==> src/rtl/dot_acc_pkg.sv <==
// Shared definitions for the dot-product accumulator and its MAC.
// Holds the controller state encoding and the default operand/counter widths.
package dot_acc_pkg;

   localparam int DEFAULT_DATA_W = 8;
   localparam int DEFAULT_CNT_W  = 8;

   typedef enum logic [1:0] {
      IDLE = 2'd0,
      ACC  = 2'd1,
      HOLD = 2'd2
   } state_t;

endpackage

==> src/rtl/dot_acc_mac.sv <==
// Combinational multiply-add: y = (a * b + c) mod 2^W.
// Purely arithmetic; all state lives in the instantiating block.
module dot_acc_mac
   import dot_acc_pkg::*;
#(
   parameter int W = DEFAULT_DATA_W
) (
   input  logic [W-1:0] a,
   input  logic [W-1:0] b,
   input  logic [W-1:0] c,
   output logic [W-1:0] y
);

   // Evaluated at W bits, so overflow wraps silently.
   assign y = a * b + c;

endmodule

==> src/rtl/dot_acc.sv <==
// Streaming dot-product accumulator: sums a*b over beats until io_in_last, then holds the result.
// Optional term counter on io_out_count is enabled with DOT_ACC_CNT_EN.
module dot_acc
   import dot_acc_pkg::*;
#(
   parameter int DATA_W = DEFAULT_DATA_W,
   parameter int CNT_W  = DEFAULT_CNT_W
) (
   input  logic              clock,
   input  logic              reset,
   input  logic              io_in_valid,
   output logic              io_in_ready,
   input  logic [DATA_W-1:0] io_in_a,
   input  logic [DATA_W-1:0] io_in_b,
   input  logic              io_in_last,
   output logic              io_out_valid,
   input  logic              io_out_ready,
   output logic [DATA_W-1:0] io_out_sum
`ifdef DOT_ACC_CNT_EN
   ,
   output logic [CNT_W-1:0]  io_out_count
`endif
);

   state_t            state_reg, state_next;
   logic [DATA_W-1:0] acc_reg, acc_next;
   logic [DATA_W-1:0] sum_reg, sum_next;
   logic [DATA_W-1:0] mac_y;
   logic              in_fire;
   logic              out_fire;

   dot_acc_mac #(.W(DATA_W)) u_mac (
      .a (io_in_a),
      .b (io_in_b),
      .c (acc_reg),
      .y (mac_y)
   );

   assign io_in_ready  = (state_reg != HOLD);
   assign io_out_valid = (state_reg == HOLD);
   assign in_fire      = io_in_valid & io_in_ready;
   assign out_fire     = io_out_valid & io_out_ready;
   assign io_out_sum   = sum_reg;

   always_comb begin
      state_next = state_reg;
      acc_next   = acc_reg;
      sum_next   = sum_reg;
      case (state_reg)
         IDLE, ACC: begin
            if (in_fire) begin
               if (io_in_last) begin
                  sum_next   = mac_y;
                  acc_next   = '0;
                  state_next = HOLD;
               end else begin
                  acc_next   = mac_y;
                  state_next = ACC;
               end
            end
         end
         HOLD: begin
            // Ready is low here, so the fire cycle is the one-beat bubble.
            if (out_fire) begin
               state_next = IDLE;
            end
         end
         default: state_next = IDLE;
      endcase
   end

   always_ff @(posedge clock or negedge reset) begin
      if (!reset) begin
         state_reg <= IDLE;
         acc_reg   <= '0;
         sum_reg   <= '0;
      end else begin
         state_reg <= state_next;
         acc_reg   <= acc_next;
         sum_reg   <= sum_next;
      end
   end

`ifdef DOT_ACC_CNT_EN
   logic [CNT_W-1:0] cnt_reg, cnt_next;
   logic [CNT_W-1:0] count_reg, count_next;
   logic [CNT_W-1:0] cnt_inc;

   // Saturate rather than wrap so long products report the ceiling.
   assign cnt_inc      = (cnt_reg == '1) ? cnt_reg : cnt_reg + 1'b1;
   assign io_out_count = count_reg;

   always_comb begin
      cnt_next   = cnt_reg;
      count_next = count_reg;
      if (in_fire) begin
         if (io_in_last) begin
            count_next = cnt_inc;
            cnt_next   = '0;
         end else begin
            cnt_next   = cnt_inc;
         end
      end
   end

   always_ff @(posedge clock or negedge reset) begin
      if (!reset) begin
         cnt_reg   <= '0;
         count_reg <= '0;
      end else begin
         cnt_reg   <= cnt_next;
         count_reg <= count_next;
      end
   end
`else
   // CNT_W only sizes the counter; nothing to build without it.
   if (CNT_W < 1) begin : g_cnt_w_unused
   end
`endif

endmodule

==> config.mk <==
export PLATFORM = sky130hd
export DESIGN_NAME = dot_acc
export DESIGN_NICKNAME = d
export VERILOG_FILES = /design/src/rtl/dot_acc_pkg.sv /design/src/rtl/dot_acc_mac.sv /design/src/rtl/dot_acc.sv
export SDC_FILE = /design/constraint.sdc
export NUM_CORES = 1
export LEC_CHECK = 0
export ABC_CLOCK_PERIOD_IN_PS = 9200
export CAP_MARGIN = 30
export CORE_MARGIN = 2
export CORE_UTILIZATION = 35
export CTS_BUF_LIST = sky130_fd_sc_hd__clkbuf_8
export DETAILED_ROUTE_END_ITERATION = 8
export PLACE_DENSITY_LB_ADDON = 0.05
export SLEW_MARGIN = 20
export SYNTH_ARGS = -nofsm -noshare
export SYNTH_HDL_FRONTEND = slang
export SYNTH_SLANG_ARGS = --single-unit
==> constraint.sdc <==
create_clock -name clock -period 9.2 [get_ports clock]
set_input_delay 1.38 -clock clock [delete_from_list [all_inputs] [get_ports clock]]
set_output_delay 1.38 -clock clock [all_outputs]
set_load 0.05 [all_outputs]
Word-level counts from Yosys, hierarchy flattened:

Index checks and enable logic that the tools add are counted.

* logic and storage cells: 22
* memories: 0
* bits of input ports: 21
* bits in latches: 0
* memory bits (read-only): 0
* register bits: 18
* RAM bits: 0
* output and inout bits: 10

* multipliers: 1
* multiplexer cells: 5
* shifts and indexed selects: 0
* equality and inequality tests: 5
* magnitude comparators: 0
* reductions and logical operators: 5
* divide/modulo/power cells: 0
* bitwise logic cells: 2
* $add $sub $neg: 1

Operators with widths (number)
* 8-bit adder: 1
* 8-bit by 8-bit multiplier with 8-bit output: 1
* 8-bit two-way mux: 1
* 2-bit two-way mux: 3
* 2-bit inequality test, second input constant: 2
* 2-bit case mux with 2 select lines: 1
* 2-bit AND reduction: 2
* 3-bit AND reduction: 1
* 1-bit AND: 2
* 2-bit by 1-bit equality test with 1-bit output, second input constant: 1
* 2-bit equality test, second input constant: 1
* 2-bit zero test: 1
* 2-bit by 1-bit inequality test with 1-bit output, second input constant: 1
* 2-bit OR reduction: 1

Depth between registers and ports, before layout:

Gate-level depths: netlist (run 1).

* depth in word-level cells: 4
* mapped depth: 14

Modules after synthesis:

A second synthesis (run 1) with hierarchy kept.

* cell total of the unflattened synthesis: 179
* area total of the unflattened synthesis: 1879.3 sq um

By module, submodules not included
* dot_acc_mac: instances 1, sequential area each 0.0 sq um, cells an instance 127, area each 1067.3 sq um
* dot_acc: instances 1, sequential area each 450.4 sq um, cells an instance 52, area each 812.0 sq um

Least setup slack after synthesis (run 1):

No wires, ideal clock.

* kind: input-to-reg
* start: input port io_in_b[1]
* end: register acc_reg[7]
* data arrival time: 5.007 ns
* path slack: 4.101 ns
* stages on the path: 14
* library setup time: 0.092 ns
* cells stage by stage: nand2_1 > fa_1 > inv_1 > fa_1 > ha_1 > inv_1 > fa_1 > inv_1 > fa_1 > a21o_1 > a21oi_1 > xnor3_1 > xnor3_1 > o31ai_2

* word-level cells in the longest chain between the ends: 3

RTL lines
* start: declaration: RTL line dot_acc.sv:14 `input logic [DATA_W-1:0] io_in_b,`
* 8-bit by 8-bit multiplier with 8-bit output: RTL line dot_acc_mac.sv:15 `assign y = a * b + c;`
* 8-bit adder: RTL line dot_acc_mac.sv:15
* 8-bit two-way mux: RTL line dot_acc.sv:52 `if (io_in_last) begin`
* end signal: assignment: RTL line dot_acc.sv:79 `acc_reg <= acc_next;`
* end: declaration: RTL line dot_acc.sv:26 `logic [DATA_W-1:0] acc_reg, acc_next;`

Every way passes these cells.
A chain may end at the register's enable or synchronous reset.

Worst setup path after layout (run 1):

Ends and elaborated chain as after synthesis.

==> results of run 1 <==
-- cell usage after synthesis --
| cell | number |
|---|---|
| or2_1 | 1 |
| xor2_1 | 4 |
| o31ai_1 | 1 |
| nand2_2 | 1 |
| o21ai_0 | 7 |
| fa_1 | 18 |
| a21o_1 | 2 |
| a21oi_1 | 2 |
| xnor2_2 | 1 |
| dfrtp_1 | 18 |
| o21ai_1 | 2 |
| o31ai_2 | 1 |
| mux2i_1 | 1 |
| nor2_1 | 1 |
| ha_1 | 17 |
| and2_1 | 12 |
| xnor3_1 | 2 |
| nand2_1 | 39 |
| buf_2 | 1 |
| nand2b_1 | 2 |
| inv_2 | 1 |
| mux2_1 | 6 |
| xnor2_1 | 9 |
| inv_1 | 34 |
| clkbuf_1 | 2 |
-- cell type report --
| cell class | instances | area [um2] | area share, % |
|---|---|---|---|
| clock buffer | 3 | 41.3 | 1.90 |
| inverter | 35 | 131 | 6.04 |
| timing repair buffer | 30 | 300 | 13.8 |
| sequential | 18 | 450 | 20.7 |
| tap | 67 | 83.8 | 3.86 |
| multi-input combinational | 129 | 1170 | 53.7 |
-- per-layer routing --
layer  up-vias  track usage, %  wire length [um]  share of wire, %
met5         -               0                 0                 0
met4         0            1.79                13              0.36
met3         2            3.35               131               3.7
met2        27            23.5              1770                49
met1       595            19.7              1670                47
li1        623               -                 -                 -
-- stage by stage --
stage          cells  utilization (%)  worst slack [ns]  hold slack (ns)  cell area [um2]
2_1_floorplan    185                -              4.10            0.418             1760
3_3_place_gp     279             44.5              3.33            0.427             2130
3_5_place_dp     279             44.5              3.26            0.444             2130
4_1_cts          282             45.4              3.51            0.452             2170
5_1_grt          282             45.4              3.34            0.487             2170
6_report         282             45.4              3.54            0.451             2170
-- critical path, delay by kind of cell --
family | cells | cell delay (ns)
buffers and inverters | 4 | 0.77
AO/OA/AOI/OAI | 3 | 0.52
adder cells (fa/ha/maj) | 5 | 2.22
AND/OR/NAND/NOR | 1 | 0.11
XOR/XNOR | 2 | 0.81
-- power groups by stage --
stage / registers (uW) / logic, uW / clock network [uW]
after global placement: 127 / 437 / 0
after floorplan: 184 / 267 / 0
after global routing: 129 / 496 / 59.7
after detailed placement: 128 / 451 / 0
after CTS: 127 / 454 / 55.3
final: 126 / 440 / 54.7
-- worst max path at each step --
| stage | from | to | slack (ns) | cells past startpoint |
|---|---|---|---|---|
| after floorplan | io_in_b[1] | acc_reg[7] | 4.10 | 14 |
| after global placement | io_in_b[1] | acc_reg[7] | 3.33 | 15 |
| after detailed placement | io_in_b[1] | acc_reg[7] | 3.26 | 15 |
| after CTS | io_in_b[1] | acc_reg[7] | 3.51 | 15 |
| after global routing | io_in_b[0] | acc_reg[7] | 3.34 | 15 |
| final | io_in_b[1] | acc_reg[7] | 3.54 | 15 |
-- kinds of logic (layout without fill, tap and decap cells) --
logic type | count (synthesis) | after routing | share of synthesized area [%]
adder cells (fa/ha/maj) | 35 | 35 | 32.6
XOR/XNOR | 16 | 16 | 9.95
multiplexers | 7 | 7 | 4.41
AND/OR/NAND/NOR | 56 | 56 | 14.2
flip-flops | 18 | 18 | 25.6
buffers and inverters | 38 | 68 | 8.17
AO/OA/AOI/OAI | 15 | 15 | 5.12
==> results.cfg, run 1 <==
[drt]
drc = 0
detail_route.wl_per_cell_um = 12.7
vias_per_cell = 4.42
drt_iter0_drc = 30
wl_um = 3580
route.vias.total = 1247
drt-pass1-iter-count = 5
ant_nets = 0

[clock_tree]
hold_buffers = 0
insertion_delay_ns = 0.25
cts_resized = 0
cts.clk_slew.worst_paths_ns = 0.06
post-cts-setup-buffer-count = 0
htree_levels = 1
cts.sinks = 18
cts_made_buffers = 3
clk_path_buf_depth = 2
cts_tree = yes
cts_root_buffer = clkbuf_8

[layout]
fillers = 459
n_antenna_cell = 0
final_common_cell = nand2_1
final_cell_mix = nand2_1 (39), inv_1 (34), clkdlybuf4s50_1 (30)
drive_gt1_share_pct = 3.26
syn_to_final_growth_pct = 23.5
nNetsFinal = 273

[floorplan]
fp.coreArea_mm2 = 0.00479
die-area_mm2 = 0.00561
die_h_um = 74.9
io_pins = 31
initial_core_util_pct = 36.8
rows = 25
die-width_um = 74.9

[timing]
max_freq_ghz = 0.177
max_slew_margin_pct = 45.8
fin_setup_tns_ns = 0
skew_ns = 0.00641
rsz0062_at_grt = false
report.final.setup_viol = 0
tightest_slew_ns = 0.810
drv_slew = 0
fin_crit_sh_pct = 61.5
period_minus_slack_ns = 5.66
finalHoldViolCount = 0

[critical_path]
path_common_cell = fa_1
reg2reg_slack_ns = 4.94
rr_worst_depth = 14
path_max_fanout = 7
slowest_delay_ns = 0.60
crit_chain = clkdlybuf4s50_1, nand2_1, fa_1, inv_1, fa_1, ha_1, inv_1, fa_1, inv_1, fa_1, a21o_1, a21oi_1, xnor3_1, xnor3_1, o31ai_2
regToRegStartpoint = acc_reg[4]
crit_type = in -> reg
critPathSlowestCell = clkdlybuf4s50_1
cp-end-kind = register
crit_required_ns = 9.36
start_kind = input pin
r2r-end = acc_reg[7]
crit_arrival_ns = 5.82

[min_path]
holdPathStages = 1
min_to = state_reg[0]
hp-class = reg -> reg
min-delay-start = state_reg[1]

[global_route]
grt_pass1_wl_um = 5930
track_usage_pct = 14.2
grt_pass1_vias = 1285
antenna_found_initial = 0
grt_max_degree = 19
overflow = 0

[power_and_ir_drop]
switching_share_pct = 46.5
p_leak_uw = 0.00109
power_frac_comb_pct = 70.9
clockPowerShare_pct = 8.8
peakVddDrop_v = 0.000137
p_int_uw = 332
power_frac_seq_pct = 20.3
p_per_area_mw_per_mm2 = 286
p_sw_uw = 289
p_total_uw = 621

[logic_synthesis]
synth_fp_nets = 241
yosysWarnings = 0
ys_seq_area_share_pct = 25.6
syn_avg_cell_area_um2 = 9.52
netlist_instances = 185
yosysTopAreaCellShare_pct = 25.6
netlist.top_cell.by_area = dfrtp_1
syn_area_mm2 = 0.00176
ys_seq_elements = 18
synthDistinctLibCells = 25
synth_top_cells_by_area = dfrtp_1 (26%), fa_1 (20%), ha_1 (12%), nand2_1 (8.3%), inv_1 (7.2%)

[placement]
port_buffers = 30
hpwl_um = 3080
place.gp.congestion = 0.779

[run_status]
status = finished clean

[job]
max_cap_viol_count = 0
No activity file was read; power rests on OpenSTA's default activity.
==> run 2, diff against run 1 <==
--- a/config.mk
+++ b/config.mk
@@ -5,7 +5,7 @@
 export SDC_FILE = /design/constraint.sdc
 export NUM_CORES = 1
 export LEC_CHECK = 0
-export ABC_CLOCK_PERIOD_IN_PS = 9200
+export ABC_CLOCK_PERIOD_IN_PS = 4550
 export CAP_MARGIN = 30
 export CORE_MARGIN = 2
 export CORE_UTILIZATION = 35
==> constraint.sdc (replaced) <==
create_clock -name clock -period 4.55 [get_ports clock]
set_input_delay 0.6825 -clock clock [delete_from_list [all_inputs] [get_ports clock]]
set_output_delay 0.6825 -clock clock [all_outputs]
set_load 0.05 [all_outputs]
==> run 2 against run 1 <==
- first-iteration DRC count up 3.3%
- flip-flop and latch count unchanged
- register-to-register slack worse by 4.3 ns
- sequential power up 100%
- count of clock-buffer cells in the layout unchanged
- via count up 4.4%
- utilization up 2.6 points
- worst hold slack better by 0.0035 ns
- critical path type unchanged
==> results.cfg, run 2 (synthesized netlist as in run 1, its figures left out) <==
[clock_tree]
cts_tree = yes
post-cts-setup-buffer-count = 0
cts.sinks = 18
cts_made_buffers = 3
insertion_delay_ns = 0.25
htree_levels = 1
clk_path_buf_depth = 2
cts_root_buffer = clkbuf_8
cts.clk_slew.worst_paths_ns = 0.06

[critical_path]
r2r-end = acc_reg[7]
crit_arrival_ns = 4.57
crit_type = in -> reg
crit_required_ns = 4.70
rr_worst_depth = 14
cp-end-kind = register
slowest_delay_ns = 0.53
regToRegStartpoint = acc_reg[4]
critPathTopFamily = adder cells
critPathSlowestCell = fa_1
path_max_fanout = 3
crit_chain = clkdlybuf4s50_1, buf_4, nand2_1, fa_1, inv_1, fa_1, ha_1, inv_1, fa_1, inv_1, ha_1, a21o_1, a21oi_2, xnor3_1, xnor3_1, o31ai_2
reg2reg_slack_ns = 0.69
start_kind = input pin
critPathLaunch = io_in_a[4]
crit_buf_inv = 5

[layout]
final_common_cell = nand2_1
drive_gt1_share_pct = 10.4
n_antenna_cell = 0
multiInputGateArea_mm2 = 0.00117
register_area_um2 = 450
nNetsFinal = 288
final_cell_mix = nand2_1 (39), inv_1 (34), clkdlybuf4s50_1 (24)
fillers = 477
syn_to_final_growth_pct = 30.4

[timing]
max_freq_ghz = 0.226
period_minus_slack_ns = 4.42
fin_crit_sh_pct = 97.1
drv_slew = 0
max_slew_margin_pct = 45.9
tightest_slew_ns = 0.809
finalHoldViolCount = 0
skew_ns = 0.00260
rsz0062_at_grt = false
report.final.setup_viol = 0
fin_ws_ns = 0.132

[drt]
detail_route.wl_per_cell_um = 11.6
drc = 0
drt-pass1-iter-count = 4
ant_nets = 0
vias_per_cell = 4.38
route.vias.total = 1302
drt_iter0_drc = 31
wl_um = 3450

[power_and_ir_drop]
power_frac_comb_pct = 72.5
p_sw_uw = 595
switching_share_pct = 45.5
p_per_area_mw_per_mm2 = 570
p_int_uw = 714
p_leak_uw = 0.00119
clockPowerShare_pct = 8.1
power_frac_seq_pct = 19.4
peakVddDrop_v = 0.000304
p_total_uw = 1310

[floorplan]
fp.coreArea_mm2 = 0.00479
die_h_um = 74.9
die-area_mm2 = 0.00561
die-width_um = 74.9
rows = 25
io_pins = 31
initial_core_util_pct = 36.8

[min_path]
min_to = state_reg[0]
holdPathStages = 1
hp-class = reg -> reg
min-delay-start = state_reg[1]

[placement]
place.gp.congestion = 0.765
dp_slack_ns = -0.653
port_buffers = 30
hpwl_um = 3040

[global_route]
overflow = 0
grt_pass1_wl_um = 6070
antenna_found_initial = 0
grt_pass1_vias = 1347
grt_max_degree = 19
track_usage_pct = 14.4

[run_status]
status = finished clean

[job]
max_cap_viol_count = 0
[run 2: cell count changes in the layout (fill, tap and decap cells not counted), sizes merged]
cell / before / now
dlygate4sd2: 0 / 3
clkdlybuf4s50: 30 / 24
buf: 0 / 15
dlymetal6s2s: 0 / 3
[run 2: metal layers]
layer | share of wire (%) | global-route usage (%) | vias up | wire [um]
met5 | 0 | 0 | - | 0
met4 | 0.64 | 2.38 | 0 | 22
met3 | 4.4 | 3.35 | 2 | 153
met2 | 48 | 23.9 | 28 | 1650
met1 | 47 | 19.6 | 621 | 1620
li1 | - | - | 651 | -
[run 2: per-stage QoR]
step	utilization (%)	area, um2	cells	hold WS [ns]	setup TNS (ns)
after floorplan	-	1760	185	0.387	0
after global placement	46.9	2240	294	0.429	-1.21
after CTS	47.7	2280	297	0.453	0
after detailed placement	46.9	2240	294	0.444	-1.46
after global routing	48.0	2300	297	0.482	0
final	48.0	2300	297	0.454	0
[run 2: cell type report]
| cell class | instances | share of cell area [%] |
|---|---|---|
| repair buffers | 45 | 18.1 |
| flip-flops and latches | 18 | 19.6 |
| inverters | 35 | 5.72 |
| clock buffers | 3 | 1.80 |
| well taps | 67 | 3.65 |
| multi-input cells | 129 | 51.1 |
[run 2: worst reg2reg max path, cell delays in order, from the launching register on]
cell and delay [ns]:
dfrtp_1 0.35, inv_1 0.07, fa_1 0.53, inv_1 0.05, fa_1 0.45, ha_1 0.29, inv_1 0.05, fa_1 0.53
inv_1 0.07, fa_2 0.39, a21o_1 0.19, a21oi_2 0.15, xnor3_1 0.23, xnor3_1 0.23, o31ai_2 0.18
[run 2: power by group through the flow]
stage / clock, uW / combinational (uW) / sequential (uW)
final: 106 / 949 / 254
after global routing: 118 / 1070 / 264
after CTS: 109 / 966 / 256
after detailed placement: 0 / 982 / 259
after global placement: 0 / 962 / 256
after floorplan: 0 / 541 / 373
[run 2: worst max-delay path by stage]
stage / endpoint / slack [ns] / cells after the start
2_1_floorplan: acc_reg[7] / 0.15 / 14
3_3_place_gp: acc_reg[7] / -0.57 / 15
3_5_place_dp: acc_reg[7] / -0.65 / 15
4_1_cts: acc_reg[7] / 0.03 / 15
5_1_grt: acc_reg[7] / 0.008 / 16
6_report: acc_reg[7] / 0.13 / 16
[run 2: repair_timing]
item	in CTS	in global routing
pin swaps	2	0
hold buffers	0	0
gates resized for setup	3	5
endpoints found under the setup margin	2	2
==> run 3, diff against run 2 <==
--- a/config.mk
+++ b/config.mk
@@ -5,13 +5,13 @@
 export SDC_FILE = /design/constraint.sdc
 export NUM_CORES = 1
 export LEC_CHECK = 0
-export ABC_CLOCK_PERIOD_IN_PS = 4550
 export CAP_MARGIN = 30
 export CORE_MARGIN = 2
 export CORE_UTILIZATION = 35
 export CTS_BUF_LIST = sky130_fd_sc_hd__clkbuf_8
 export DETAILED_ROUTE_END_ITERATION = 8
 export PLACE_DENSITY_LB_ADDON = 0.05
+export SKIP_LAST_GASP = 1
 export SLEW_MARGIN = 20
 export SYNTH_ARGS = -nofsm -noshare
 export SYNTH_HDL_FRONTEND = slang
==> results of run 3 <==
The final DEF is identical to that of run 2; final timing and power are the same.
